**src/rtl/debug_mem_dumper_pkg.sv**
```systemverilog
// Shared definitions for the data-memory debug dumper: byte width,
// parameter defaults and the dumper state encoding.
package debug_mem_dumper_pkg;

  localparam int BYTE_SIZE                     = 8;
  localparam int DEFAULT_DATA_BUS_SIZE         = 32;
  localparam int DEFAULT_DATA_MEMORY_ADDR_SIZE = 5;

  typedef enum logic [1:0] {
    IDLE = 2'd0,
    LOAD = 2'd1,
    SEND = 2'd2,
    DONE = 2'd3
  } dump_state_t;

endpackage

```
**src/rtl/debug_mem_dumper.sv**
```systemverilog
// Walks the flat data-memory image word by word and serializes each word,
// most significant byte first, into the debug UART transmitter.
module debug_mem_dumper
  import debug_mem_dumper_pkg::*;
#(
  parameter int DATA_BUS_SIZE = DEFAULT_DATA_BUS_SIZE,
  parameter int MEM_ADDR_SIZE = DEFAULT_DATA_MEMORY_ADDR_SIZE
) (
  input  logic                                      i_clk,
  input  logic                                      i_reset,
  input  logic                                      i_start,
  input  logic [(2**MEM_ADDR_SIZE)*DATA_BUS_SIZE-1:0] i_bus_debug,
  input  logic                                      i_tx_ready,
  output logic [BYTE_SIZE-1:0]                      o_tx_data,
  output logic                                      o_tx_valid,
  output logic                                      o_busy,
  output logic                                      o_done
);

  localparam int NUM_WORDS      = 2**MEM_ADDR_SIZE;
  localparam int BYTES_PER_WORD = DATA_BUS_SIZE / BYTE_SIZE;
  localparam int BYTE_CNT_W     = (BYTES_PER_WORD > 1) ? $clog2(BYTES_PER_WORD) : 1;

  localparam logic [BYTE_CNT_W-1:0]    LAST_BYTE = BYTE_CNT_W'(BYTES_PER_WORD - 1);
  localparam logic [MEM_ADDR_SIZE-1:0] LAST_WORD = MEM_ADDR_SIZE'(NUM_WORDS - 1);

  dump_state_t              state;
  logic [MEM_ADDR_SIZE-1:0] word_idx;
  logic [BYTE_CNT_W-1:0]    byte_cnt;
  logic [DATA_BUS_SIZE-1:0] word_reg;
  logic                     tx_fire;

  assign tx_fire   = o_tx_valid && i_tx_ready;
  assign o_tx_data = word_reg[DATA_BUS_SIZE-1 -: BYTE_SIZE];

  // Dump sequencer: latches one word per LOAD, shifts it out a byte per accepted transfer.
  always_ff @(posedge i_clk) begin
    if (i_reset) begin
      state      <= IDLE;
      word_idx   <= '0;
      byte_cnt   <= '0;
      word_reg   <= '0;
      o_tx_valid <= 1'b0;
      o_busy     <= 1'b0;
      o_done     <= 1'b0;
    end else begin
      case (state)
        IDLE: begin
          if (i_start) begin
            state    <= LOAD;
            word_idx <= '0;
            o_busy   <= 1'b1;
          end
        end
        LOAD: begin
          word_reg   <= i_bus_debug[int'(word_idx)*DATA_BUS_SIZE +: DATA_BUS_SIZE];
          byte_cnt   <= '0;
          state      <= SEND;
          o_tx_valid <= 1'b1;
        end
        SEND: begin
          if (tx_fire) begin
            word_reg <= word_reg << BYTE_SIZE;
            byte_cnt <= byte_cnt + BYTE_CNT_W'(1);
            if (byte_cnt == LAST_BYTE) begin
              o_tx_valid <= 1'b0;
              if (word_idx == LAST_WORD) begin
                state  <= DONE;
                o_done <= 1'b1;
              end else begin
                word_idx <= word_idx + MEM_ADDR_SIZE'(1);
                state    <= LOAD;
              end
            end
          end
        end
        DONE: begin
          o_done <= 1'b0;
          o_busy <= 1'b0;
          state  <= IDLE;
        end
        default: state <= IDLE;
      endcase
    end
  end

endmodule

```
**config.mk**
```make
export PLATFORM = sky130hd
export DESIGN_NAME = debug_mem_dumper
export DESIGN_NICKNAME = d
export VERILOG_FILES = /design/src/rtl/debug_mem_dumper_pkg.sv /design/src/rtl/debug_mem_dumper.sv
export SDC_FILE = /design/constraint.sdc
export NUM_CORES = 1
export LEC_CHECK = 0
export CAP_MARGIN = 20
export CORE_AREA = 10 10 399 401
export DETAILED_ROUTE_END_ITERATION = 6
export DIE_AREA = 0 0 409 411
export PLACE_DENSITY = 0.39
export SLEW_MARGIN = 30
export SYNTH_ARGS = -nofsm -noshare
export SYNTH_HDL_FRONTEND = slang
export SYNTH_SLANG_ARGS = --single-unit
```
**constraint.sdc**
```tcl
create_clock -name i_clk -period 2.67 [get_ports i_clk]
set_input_delay 0.534 -clock i_clk [delete_from_list [all_inputs] [get_ports i_clk]]
set_output_delay 0.534 -clock i_clk [all_outputs]
set_load 0.03 [all_outputs]
```
# Yosys cells after proc, flatten, opt, wreduce, memory -nomap -nowiden
# Cells that the tools add are included.
op_classes:
  muxes: 23
  div_mod_pow: 0
  reduce_logical: 12
  multipliers: 0
  order_cmp: 0
  addsub: 2
  shift: 1
  eq_ne: 10
  n_bitwise: 0
ops:
  columns: ["op", "n"]
  rows:
  - ["1024-bit by 11-bit variable part select with 32-bit output", 1]
  - ["32-bit case mux with 2 select lines", 1]
  - ["32-bit two-way mux", 1]
  - ["5-bit two-way mux", 4]
  - ["2-bit two-way mux", 5]
  - ["2-bit != test, second input constant", 5]
  - ["5-bit case mux with 2 select lines", 1]
  - ["2-bit case mux with 4 select lines", 1]
  - ["2-bit nonzero test", 4]
  - ["2-bit equality test, second input constant", 3]
  - ["1-bit two-way mux", 6]
  - ["1-bit case mux with 2 select lines", 3]
  - ["3-bit AND reduction", 2]
  - ["5-bit by 1-bit adder with 5-bit output, second input constant", 1]
  - ["5-bit equality test, second input constant", 1]
  - ["5-bit AND reduction", 1]
  - ["2-bit case mux with 2 select lines", 1]
  - ["2-bit AND reduction", 2]
  - ["4-bit AND reduction", 1]
  - ["2-bit by 1-bit adder with 2-bit output, second input constant", 1]
  - ["2-bit by 1-bit equality test with 1-bit output, second input constant", 1]
  - ["2-bit zero test", 1]
  - ["1-bit logical AND", 1]
totals:
  inputBits: 1028
  mem_bits_rw: 0
  word_cells: 55
  latchBits: 0
  mem_bits_ro: 0
  regBits: 44
  mem_count: 0

# Depth between registers and ports, before layout
logic_depth:
  depth_word: 5
  ltp_mapped: 10
  mapped_depth_nobuf: 7

# Least setup slack after synthesis
# OpenSTA, ideal clock, no wires.
synth_timing:
  kind: "reg2reg"
  from: "register word_idx[2]"
  to: "register word_idx[0]"
  period_less_slack_ns: 2.256
  slack_ns: 0.414
  setup_time_ns: 0.128
  stages_incl_launch_ff: 11
  t_arrival_ns: 2.128
  path_cell_list: "dfxtp_1 buf_2 buf_2 clkbuf_1 buf_1 and3_1 ha_1 o21ai_0 nand2b_1 mux2i_1 nor2_1"
synth_via:
  elab_chain_cells: 3
synth_lines:
  columns: ["element", "line_no", "rtl"]
  rows:
  - ["from (decl)", "debug_mem_dumper.sv:28", "logic [MEM_ADDR_SIZE-1:0] word_idx;"]
  - ["from (signal assigned)", "debug_mem_dumper.sv:71", "word_idx <= word_idx + MEM_ADDR_SIZE'(1);"]
  - ["5-bit equality test", "debug_mem_dumper.sv:67", "if (word_idx == LAST_WORD) begin"]
  - ["2-bit != test (no line)", null, null]
  - ["5-bit AND reduction (no line)", null, null]
# No other way between the ends.
# A chain may end at the register's enable or synchronous reset.

# Worst setup path after layout
layout_timing:
  from: "register word_idx[0]"
  to: "register word_reg[29]"
layout_via:
  elab_chain_cells: 2
layout_lines:
  columns: ["element", "line_no", "rtl"]
  rows:
  - ["1024-bit by 11-bit variable part select with 32-bit output", "debug_mem_dumper.sv:56", "word_reg <= i_bus_debug[int'(word_idx)*DATA_BUS_SIZE +: DATA_BUS_SIZE];"]
  - ["32-bit case mux with 2 select lines", "debug_mem_dumper.sv:47", "case (state)"]
  - ["to (signal assigned)", "debug_mem_dumper.sv:56", null]
  - ["to (signal assigned)", "debug_mem_dumper.sv:63", "word_reg <= word_reg << BYTE_SIZE;"]
  - ["to (decl)", "debug_mem_dumper.sv:30", "logic [DATA_BUS_SIZE-1:0] word_reg;"]
# No other way between the ends.

==> impl_metrics.tcl <==
set metrics [dict create \
    io_pins 1039 \
    syn_inst 1084 \
    place_area_sq_mm 0.0244 \
    cts_sinks 44 \
    tightest_slew_ns 0.862 \
    maxCapViolations 0 \
    finish.utilization_pct 16.4 \
    finalClockSkew_ns 0.00966 \
    synth-edff-count 0 \
    worstHoldPathType "reg -> reg" \
    critPathKind "reg -> reg" \
    synth_seq_cells 44 \
    htree_levels 2 \
    relSlewSlack_pct 42.6 \
    cts_buffers 5 \
    largest_reg_flops 32 \
    ant_nets 0 \
    row_count 143 \
    grt_remaining_overflow 0 \
    critical_path_peak_fanout 11 \
    total_power_uw 4260 \
    layout.cells.most_common "clkdlybuf4s50_1" \
    cts-hold-fix-buffers 0 \
    clk_latency_ns 0.34 \
    cp.arrival_ns 2.81 \
    worstPathCellList "buf_12 > buf_4 > nor2b_4 > buf_12 > a22o_1 > a221oi_1 > o22ai_1 > o41ai_1" \
    period_needed_ns 2.58 \
    core-area_sq_mm 0.151 \
    fmax_ghz 0.388 \
    placed_cells 4155 \
    max_stage_delay_ns 0.54 \
    cts_tree "built" \
    rsz0062_at_grt "false" \
    crit_family "compound AO/OA/AOI/OAI gates" \
    critPathCaptureType "flop" \
    initial_core_util_pct 7.26 \
    place_hpwl_microns 115000 \
    final_nets 3174 \
    wl_per_cell_microns 30.6 \
    fin_cells 4187 \
    dieHeight_microns 411 \
    ys.flop_type "dfxtp_1" \
    grt_antenna_before_repair 74 \
    clk_pin_slew_worst_paths_ns 0.08 \
    netlist_area_sq_mm 0.0110 \
    final_design_area_no_fill_sq_mm 0.0247 \
    critPathSlowestCell "a221oi_1" \
    cts-root-buf "clkbuf_16" \
    grt_max_degree 42 \
    fin_crit_sh_pct 96.6 \
    syn_avg_cell_area_sq_um 10.1 \
    place.gp.congestion 0.843 \
    num-fill-cells 16966 \
    status "finished clean" \
    power_density_mw_per_mm2 172 \
    synthArstFlopShare_pct 0 \
    numPortBuffers 1038 \
    hold_viol_final 0 \
    vias 14467 \
    crit_path_start_kind "flop" \
    ys.warnings.count 0 \
    hold_slack_ns 0.478 \
    drc 0 \
    report.final.slew_viol_count 0 \
    path_common_cell "buf_12" \
    grtUsageTotal_pct 14.4 \
    cts.path.max_buffers 2 \
    drive_gt1_share_pct 18.5 \
    synthTopCellsByArea "mux4_2 (25%), mux2i_1 (23%), dfxtp_1 (8.0%), mux2_2 (6.0%), a22o_1 (3.3%)" \
    dieArea_sq_mm 0.168 \
    die_w_microns 409 \
    synth_largest_area_cell "mux4_2" \
    ys_types 49 \
    synth_top_area_share_pct 25.0 \
    max-vdd-ir-drop_uv 223 \
    syn_nets 2115 \
    routed_wl_microns 128000 \
    leakage_uw 0.00761 \
    critPathBufInv 3 \
    grt_pass1_wl_microns 161000 \
    yosysSeqAreaShare_pct 8.02 \
    crit_required_ns 2.90 \
    area_delta_synth_final_pct 125 \
    drt_pass1_iterations 6 \
    via_per_inst 3.46 \
    drtIter0Drc 764 \
    grt_pass1_vias 16035 \
    setup_viol 0 \
    layout_common_cells "clkdlybuf4s50_1 (1036), mux2i_1 (246), buf_4 (131)" \
]
==> cells in the mapped netlist (all sizes together) (22+ instances only) <==
cell type / number
a22o: 42
mux4: 122
dfxtp: 44
a211oi: 27
mux2: 59
nor2b: 29
o21ai: 30
a221oi: 42
nand2: 45
mux2i: 247
o22ai: 37
clkbuf: 43
buf: 99
a22oi: 39
nor3: 22
nor2: 27
==> kinds of logic (layout without fill, tap and decap cells) <==
kind of cell	count (synthesis)	after routing	synth area share (%)
DFF	44	44	8.02
and+or+nand+nor	169	169	7.98
other	0	13	0
AOI/OAI and AO/OA	294	294	21.5
adders and majority gates	3	3	0.342
xor gates and xnor gates	2	2	0.160
buffers and inverters	144	1204	8.39
muxes	428	428	53.6
==> where the power goes <==
part	internal, uW	switching (uW)	total, uW	leakage, uW
Sequential	685	43.0	728	0.000362
Combinational	1840	922	2760	0.00717
Clock	410	362	772	0.0000787
==> final cells by class <==
type                    count  area [sq um]  area share, %
repair buffers           1194         11900           48.0
multi-input cells         896          9230           37.3
well taps                2030          2540           10.3
flip-flops and latches     44           897           3.63
clock buffers               6           150          0.607
diodes                     13          32.5          0.131
clock inverters             2          16.3         0.0657
inverters                   2          7.51         0.0303
==> worst min-delay path, delay by kind of cell (launching register included) <==
family,cells,cell delay (ns)
flip-flops,1,0.32
AO/OA/AOI/OAI,2,0.12
==> per-layer routing <==
| metal | part of all wire, % | up-vias | track usage [%] |
|---|---|---|---|
| li1 | - | 6622 | - |
| met1 | 41 | 7045 | 17.1 |
| met2 | 51 | 651 | 25.9 |
| met3 | 6.2 | 119 | 3.58 |
| met4 | 1.6 | 30 | 3.02 |
| met5 | 0.13 | - | 0 |
==> final timing paths <==
check,from,end,slack [ns],depth (start not counted)
max,word_idx[0]$_SDFFE_PP0P_,word_reg[29]$_SDFFE_PP0P_,0.09,8
min,word_reg[21]$_SDFFE_PP0P_,word_reg[29]$_SDFFE_PP0P_,0.48,2
max reg2reg,word_idx[0]$_SDFFE_PP0P_,word_reg[29]$_SDFFE_PP0P_,0.09,8
min reg2reg,word_reg[21]$_SDFFE_PP0P_,word_reg[29]$_SDFFE_PP0P_,0.48,2
==> repair_timing <==
| item | CTS | global route |
|---|---|---|
| resized for setup | 2 | 2 |
| setup buffers | 11 | 0 |
| endpoints found under the setup margin | 16 | 2 |
| cloned | 0 | 0 |
| pin swaps | 1 | 0 |
| endpoints found under the hold margin | 0 | 0 |
==> metrics by stage <==
stage	worst slack, ns	TNS (ns)
3_5_place_dp	-0.308	-1.33
2_1_floorplan	0.414	0
4_1_cts	0.0226	0
6_report	0.0913	0
5_1_grt	0.0245	0
3_3_place_gp	-0.288	-1.29
Note: power is estimated with default switching activity, not from simulation.
